[src/rtl/bp_zynq_multicore_cfg_sequencer.sv]
// ----------------------------------------------------------------------------
// bp_zynq_multicore_cfg_sequencer
//
// Per-core configuration shadow and boot sequencer. It holds freeze, NPC and
// I$/D$ mode for every core, and accepts single-core or broadcast writes from
// the host command decoder. A broadcast boot releases freeze one core at a
// time, stagger_cycles_p apart, so the cores' first fetches do not hit the
// L2/DRAM path together.
//
// Ports
//   clk_i, reset_i    clock, synchronous active-high reset
//   cmd_v_i           command valid
//   cmd_ready_o       command ready (transfer = cmd_v_i & cmd_ready_o)
//   cmd_op_i          0 NPC, 1 I$ mode, 2 D$ mode, 3 freeze, 4 boot, 5-7 illegal
//   cmd_bcast_i       1 = all cores, 0 = cmd_core_i only
//   cmd_core_i        target core for non-broadcast commands
//   cmd_data_i        write data; low bits used
//   freeze_o          per-core freeze
//   npc_o             per-core NPC, core k at [k*vaddr_width_p +: vaddr_width_p]
//   icache_mode_o     per-core I$ mode, core k at [k*mode_width_p +: mode_width_p]
//   dcache_mode_o     per-core D$ mode, same packing
//   boot_done_o       every core has been released by a boot command
//   err_o             one-cycle pulse, the cycle after a rejected command
// ----------------------------------------------------------------------------
module bp_zynq_multicore_cfg_sequencer #(
    parameter int          num_core_p       = 4,
    parameter int          vaddr_width_p    = 39,
    parameter int          mode_width_p     = 2,
    parameter logic [63:0] boot_pc_p        = 64'h8000_0000,
    parameter int          stagger_cycles_p = 16,
    localparam int core_width_lp = (num_core_p > 1) ? $clog2(num_core_p) : 1,
    localparam int cnt_width_lp  = (stagger_cycles_p > 1) ? $clog2(stagger_cycles_p) : 1
) (
    input  logic                                  clk_i,
    input  logic                                  reset_i,
    input  logic                                  cmd_v_i,
    output logic                                  cmd_ready_o,
    input  logic [2:0]                            cmd_op_i,
    input  logic                                  cmd_bcast_i,
    input  logic [core_width_lp-1:0]              cmd_core_i,
    input  logic [63:0]                           cmd_data_i,
    output logic [num_core_p-1:0]                 freeze_o,
    output logic [num_core_p*vaddr_width_p-1:0]   npc_o,
    output logic [num_core_p*mode_width_p-1:0]    icache_mode_o,
    output logic [num_core_p*mode_width_p-1:0]    dcache_mode_o,
    output logic                                  boot_done_o,
    output logic                                  err_o
);

    typedef enum logic [0:0] {
        e_idle = 1'b0,
        e_boot = 1'b1
    } state_e;

    localparam logic [2:0] op_npc    = 3'd0;
    localparam logic [2:0] op_icache = 3'd1;
    localparam logic [2:0] op_dcache = 3'd2;
    localparam logic [2:0] op_freeze = 3'd3;
    localparam logic [2:0] op_boot   = 3'd4;

    state_e                    state_reg, state_next;
    logic [core_width_lp-1:0]  idx_reg, idx_next;
    logic [cnt_width_lp-1:0]   cnt_reg, cnt_next;
    logic                      boot_done_reg, boot_done_next;
    logic                      err_reg, err_next;
    logic                      ready_reg, ready_next;

    logic                      handshake;
    logic                      core_ok;
    logic                      any_target_unfrozen;
    logic [num_core_p-1:0]     tgt_mask;
    logic [num_core_p-1:0]     slot_mask;
    logic [num_core_p-1:0]     freeze_vec;
    logic [num_core_p-1:0]     freeze_set_mask;
    logic [num_core_p-1:0]     unfreeze_mask;
    logic                      wr_npc, wr_icache, wr_dcache;

    // Only the low bits of the command data reach a field.
    logic unused_data;
    assign unused_data = ^cmd_data_i;

    assign handshake           = cmd_v_i & ready_reg;
    assign core_ok             = cmd_bcast_i |
                                 ({1'b0, cmd_core_i} < (core_width_lp+1)'(num_core_p));
    assign any_target_unfrozen = |(tgt_mask & ~freeze_vec);

    // ------------------------------------------------------------------
    // Per-core shadow registers
    // ------------------------------------------------------------------
    genvar gi;
    generate
        for (gi = 0; gi < num_core_p; gi++) begin : g_core
            logic                     freeze_reg;
            logic [vaddr_width_p-1:0] npc_reg;
            logic [mode_width_p-1:0]  icache_reg;
            logic [mode_width_p-1:0]  dcache_reg;

            assign tgt_mask[gi]  = cmd_bcast_i | (cmd_core_i == core_width_lp'(gi));
            assign slot_mask[gi] = (idx_reg == core_width_lp'(gi));

            always_ff @(posedge clk_i) begin
                if (reset_i) begin
                    freeze_reg <= 1'b1;
                    npc_reg    <= boot_pc_p[vaddr_width_p-1:0];
                    icache_reg <= '0;
                    dcache_reg <= '0;
                end else begin
                    if (freeze_set_mask[gi]) begin
                        freeze_reg <= 1'b1;
                    end else if (unfreeze_mask[gi]) begin
                        freeze_reg <= 1'b0;
                    end
                    if (wr_npc && tgt_mask[gi]) begin
                        npc_reg <= cmd_data_i[vaddr_width_p-1:0];
                    end
                    if (wr_icache && tgt_mask[gi]) begin
                        icache_reg <= cmd_data_i[mode_width_p-1:0];
                    end
                    if (wr_dcache && tgt_mask[gi]) begin
                        dcache_reg <= cmd_data_i[mode_width_p-1:0];
                    end
                end
            end

            assign freeze_vec[gi]                                      = freeze_reg;
            assign npc_o[gi*vaddr_width_p +: vaddr_width_p]            = npc_reg;
            assign icache_mode_o[gi*mode_width_p +: mode_width_p]      = icache_reg;
            assign dcache_mode_o[gi*mode_width_p +: mode_width_p]      = dcache_reg;
        end
    endgenerate

    // ------------------------------------------------------------------
    // Command decode and boot sequencer
    // ------------------------------------------------------------------
    always_comb begin
        state_next      = state_reg;
        idx_next        = idx_reg;
        cnt_next        = cnt_reg;
        boot_done_next  = boot_done_reg;
        err_next        = 1'b0;
        freeze_set_mask = '0;
        unfreeze_mask   = '0;
        wr_npc          = 1'b0;
        wr_icache       = 1'b0;
        wr_dcache       = 1'b0;

        case (state_reg)
            e_idle: begin
                if (handshake) begin
                    if (!core_ok) begin
                        err_next = 1'b1;
                    end else begin
                        case (cmd_op_i)
                            op_npc, op_icache, op_dcache: begin
                                // A running core must never see its config
                                // change underneath it: drop the whole write.
                                if (any_target_unfrozen) begin
                                    err_next = 1'b1;
                                end else begin
                                    wr_npc    = (cmd_op_i == op_npc);
                                    wr_icache = (cmd_op_i == op_icache);
                                    wr_dcache = (cmd_op_i == op_dcache);
                                end
                            end
                            op_freeze: begin
                                freeze_set_mask = tgt_mask;
                                boot_done_next  = 1'b0;
                            end
                            op_boot: begin
                                if (!cmd_bcast_i) begin
                                    unfreeze_mask  = tgt_mask;
                                    boot_done_next = ~|(freeze_vec & ~tgt_mask);
                                end else begin
                                    // Core 0's slot is taken on the handshake
                                    // edge itself, so it is running in H+1 and
                                    // core k in H+1+k*stagger_cycles_p.
                                    unfreeze_mask = num_core_p'(1);
                                    if (num_core_p == 1) begin
                                        boot_done_next = 1'b1;
                                    end else begin
                                        // boot_done stays low until the last
                                        // core has been released again.
                                        boot_done_next = 1'b0;
                                        state_next     = e_boot;
                                        idx_next       = core_width_lp'(1);
                                        cnt_next       = cnt_width_lp'(stagger_cycles_p - 1);
                                    end
                                end
                            end
                            default: begin
                                err_next = 1'b1;
                            end
                        endcase
                    end
                end
            end

            e_boot: begin
                if (cnt_reg == '0) begin
                    // Slots of already-running cores are still consumed so
                    // the release schedule never depends on prior state.
                    unfreeze_mask = slot_mask;
                    if (idx_reg == core_width_lp'(num_core_p - 1)) begin
                        state_next     = e_idle;
                        boot_done_next = 1'b1;
                    end else begin
                        idx_next = idx_reg + core_width_lp'(1);
                        cnt_next = cnt_width_lp'(stagger_cycles_p - 1);
                    end
                end else begin
                    cnt_next = cnt_reg - cnt_width_lp'(1);
                end
            end

            default: begin
                state_next = e_idle;
            end
        endcase

        ready_next = (state_next == e_idle);
    end

    always_ff @(posedge clk_i) begin
        if (reset_i) begin
            state_reg     <= e_idle;
            idx_reg       <= '0;
            cnt_reg       <= '0;
            boot_done_reg <= 1'b0;
            err_reg       <= 1'b0;
            ready_reg     <= 1'b0;
        end else begin
            state_reg     <= state_next;
            idx_reg       <= idx_next;
            cnt_reg       <= cnt_next;
            boot_done_reg <= boot_done_next;
            err_reg       <= err_next;
            ready_reg     <= ready_next;
        end
    end

    assign cmd_ready_o = ready_reg;
    assign freeze_o    = freeze_vec;
    assign boot_done_o = boot_done_reg;
    assign err_o       = err_reg;

endmodule

[config.mk]
export PLATFORM = sky130hd
export DESIGN_NAME = bp_zynq_multicore_cfg_sequencer
export DESIGN_NICKNAME = d
export VERILOG_FILES = /design/src/rtl/bp_zynq_multicore_cfg_sequencer.sv
export SDC_FILE = /design/constraint.sdc
export NUM_CORES = 1
export LEC_CHECK = 0
export CAP_MARGIN = 30
export CORE_MARGIN = 2
export CORE_UTILIZATION = 46
export CTS_BUF_LIST = sky130_fd_sc_hd__clkbuf_4 sky130_fd_sc_hd__clkbuf_8 sky130_fd_sc_hd__clkbuf_16
export CTS_CLUSTER_SIZE = 25
export DETAILED_ROUTE_END_ITERATION = 8
export PLACE_DENSITY = 0.82
export SLEW_MARGIN = 20
export SYNTH_ARGS = -nofsm -noshare
export SYNTH_HDL_FRONTEND = slang
export SYNTH_SLANG_ARGS = --single-unit
[constraint.sdc]
create_clock -name clk_i -period 1.94 [get_ports clk_i]
set_input_delay 0.194 -clock clk_i [delete_from_list [all_inputs] [get_ports clk_i]]
set_output_delay 0.194 -clock clk_i [all_outputs]
set_load 0.02 [all_outputs]
==> flow_metrics.tcl <==
set metrics [dict create \
    outcome "completed" \
    fin_crit_sh_pct 92.7 \
    synth.area.top_cells "dfxtp_1, mux2i_1, nand2b_1" \
    ant_nets 0 \
    reg2reg_depth 5 \
    cap_viol_max_count 0 \
    multi_input_area_sq_mm 0.00367 \
    cts_root_buf "clkbuf_16" \
    wl_per_cell_um 16.0 \
    criticalPathCategory "in -> reg" \
    firstDrtPassIters 4 \
    area_delta_synth_final_pct 42.5 \
    rsz0062_at_grt "no" \
    max-vdd-ir-drop_uv 573 \
    syn_avg_cell_area_sq_um 10.5 \
    postCtsSetupBuffers 0 \
    crit_family "buffers and inverters" \
    endpoint_kind "flop" \
    r2r-end "g_core[3].npc_reg[31]$_SDFFE_PP1P_" \
    power.internal_uw 6180 \
    skew_ps 11.6 \
    num_rows 47 \
    io_pins 252 \
    worstHoldEndpoint "g_core[3].npc_reg[22]$_SDFFE_PP0P_" \
    hp-class "in -> reg" \
    drtIter0Drc 265 \
    total_power_uw 8050 \
    synth_top_cell_by_area "dfxtp_1" \
    relSlewSlack_pct 66.1 \
    largest_reg_flops 156 \
    antenna_found_initial 0 \
    p_switching_uw 1870 \
    drc 0 \
    cts_num_sinks 186 \
    synth_seq_cells 186 \
    ys_types 39 \
    fin_nets 1038 \
    port-buffer-count 226 \
    start_util_pct 46.7 \
    gr-total-overflow 0 \
    ys_seq_area_share_pct 48.4 \
    cts_buffer_depth 2 \
    num_vias 5850 \
    slew_violations 0 \
    pwr-share-comb_pct 7.4 \
    critPathBufInv 2 \
    reg2reg_slack_ps 210 \
    clk_latency_ps 430 \
    p_per_area_mw_per_mm2 735 \
    first_global_vias 5759 \
    postCtsHoldBufs 0 \
    cts_tree "done" \
    design.core.area_sq_mm 0.0165 \
    period_needed_ps 1800 \
    reg2reg_from "g_core[1].freeze_reg$_SDFFE_PP1P_" \
    seqPwrFrac_pct 48.2 \
    crit_path_cell_trace "clkdlybuf4s50_1, and2b_4, nor2_1, o2111a_2, and3_2, buf_4, mux2i_1" \
    crit_fanout 12 \
    grt_use_total_pct 21.4 \
    syn-num-nets 807 \
    synth_top_area_share_pct 48.4 \
    final_common_cell "clkdlybuf4s50_1" \
    stdcell_count 1192 \
    leakagePower_uw 0.00475 \
    arrival_ps 2140 \
    die_x_um 133 \
    die-area_sq_mm 0.0178 \
    wl_mm 19.1 \
    start_kind "primary input" \
    crit_required_ps 2290 \
    layout_common_cells "clkdlybuf4s50_1, nand2b_1, dfxtp_1" \
    finalHoldViolations 0 \
    clkTransAtPathRegs_ps 70 \
    worstHoldStart "reset_i" \
    synth_area_sq_mm 0.00769 \
    worst_pin_slew_ps 508 \
    post-place-cells 1161 \
    hold_depth 3 \
    drive_gt1_share_pct 7.92 \
    fill_cells 1326 \
    switching_share_pct 23.2 \
    cpPeakStageDelay_ps 550 \
    synthCells 729 \
    numCtsBuffers 17 \
    critPathSlowestCell "clkdlybuf4s50_1" \
    grt_max_degree 84 \
    gp_congestion 0.807 \
    synth_warnings 0 \
    setup_violations 0 \
    grt_pass1_wl_mm 30.3 \
    n_antenna_cell 0 \
    hpwlAfterDp_mm 13.2 \
    htreeDepth 4 \
    fmax_ghz 0.556 \
    die_h_um 133 \
    clkPwrFrac_pct 44.3 \
    seq_area_sq_mm 0.00372 \
    vias_per_cell 4.91 \
    cts_resized 0 \
]
## tightest hold or removal path, delay by kind of cell
family	cells	cell delay [ps]
mux	1	60
simple gates	1	150
buf+inv	1	270
## metrics by stage
stage | TNS, ps | setup WS [ps] | util, % | hold slack [ps] | cell area (sq um)
2_1_floorplan | 0 | 218 | - | 338 | 7690
3_3_place_gp | -8750 | -164 | 62.8 | 456 | 10300
3_5_place_dp | -14790 | -254 | 62.8 | 462 | 10300
4_1_cts | 0 | 158 | 66.5 | 295 | 11000
5_1_grt | 0 | 61.6 | 66.5 | 319 | 11000
6_report | 0 | 142 | 66.5 | 302 | 11000
## metal layers
| metal | vias up | wire length (um) | GRT usage (%) |
|---|---|---|---|
| met5 | - | 0 | 0 |
| met4 | 0 | 388 | 7.62 |
| met3 | 22 | 1490 | 8.03 |
| met2 | 194 | 9020 | 34.4 |
| met1 | 2743 | 8190 | 26.4 |
| li1 | 2891 | - | - |
## worst max-delay path by stage
stage                               startpoint  depth (start not counted)                            endpoint
after floorplan           state_reg$_SDFF_PP0_                          8  g_core[3].npc_reg[15]$_SDFFE_PP0P_
after global placement           cmd_core_i[0]                          7  g_core[3].npc_reg[26]$_SDFFE_PP0P_
after detailed placement         cmd_core_i[0]                          7   g_core[3].npc_reg[6]$_SDFFE_PP0P_
after CTS                        cmd_core_i[0]                          7  g_core[3].npc_reg[31]$_SDFFE_PP1P_
after global routing             cmd_core_i[0]                          7  g_core[3].npc_reg[31]$_SDFFE_PP1P_
final                            cmd_core_i[0]                          7  g_core[3].npc_reg[31]$_SDFFE_PP1P_
## logic make-up after synthesis
group                      after synthesis  synth area share [%]
AOI/OAI and AO/OA                       38                  3.43
muxes                                  172                  22.4
DFF                                    186                  48.4
buffers and inverters                   58                  3.91
and+or+nand+nor                        270                  21.0
adders and majority gates                5                 0.814
## power groups by stage
stage / combinational (uW) / clock, uW / sequential, uW
after global routing: 645 / 3800 / 3880
after global placement: 598 / 0 / 3970
after detailed placement: 598 / 0 / 3970
final: 599 / 3570 / 3880
after CTS: 603 / 3640 / 3880
after floorplan: 279 / 0 / 4010
## final cells by class
cell class / instances / share of cell area, %
flip-flops and latches: 186 / 34.0
well taps: 220 / 2.51
clock buffers: 19 / 4.14
inverters: 7 / 0.240
repair buffers: 263 / 24.2
clock inverters: 12 / 1.37
multi-input cells: 485 / 33.5
## Yosys cell counts, drive strengths merged
cell type,count
a21o,3
nor2,22
and4bb,1
o21bai,6
and2b,1
a41oi,1
ha,5
nor2b,4
a221oi,1
or2,1
nor3,1
o21a,1
a21boi,1
o31ai,1
nand2,11
inv,7
a31oi,1
mux2i,172
or3b,1
nor3b,4
nand2b,207
a21oi,11
o2111a,1
a311oi,3
and2,1
buf,24
o2111ai,1
o21ai,3
nand3,13
clkbuf,27
dfxtp,186
a211oi,2
nand3b,2
and3,1
a22oi,1
a2111oi,1
Power figures use the tool's default switching activity.
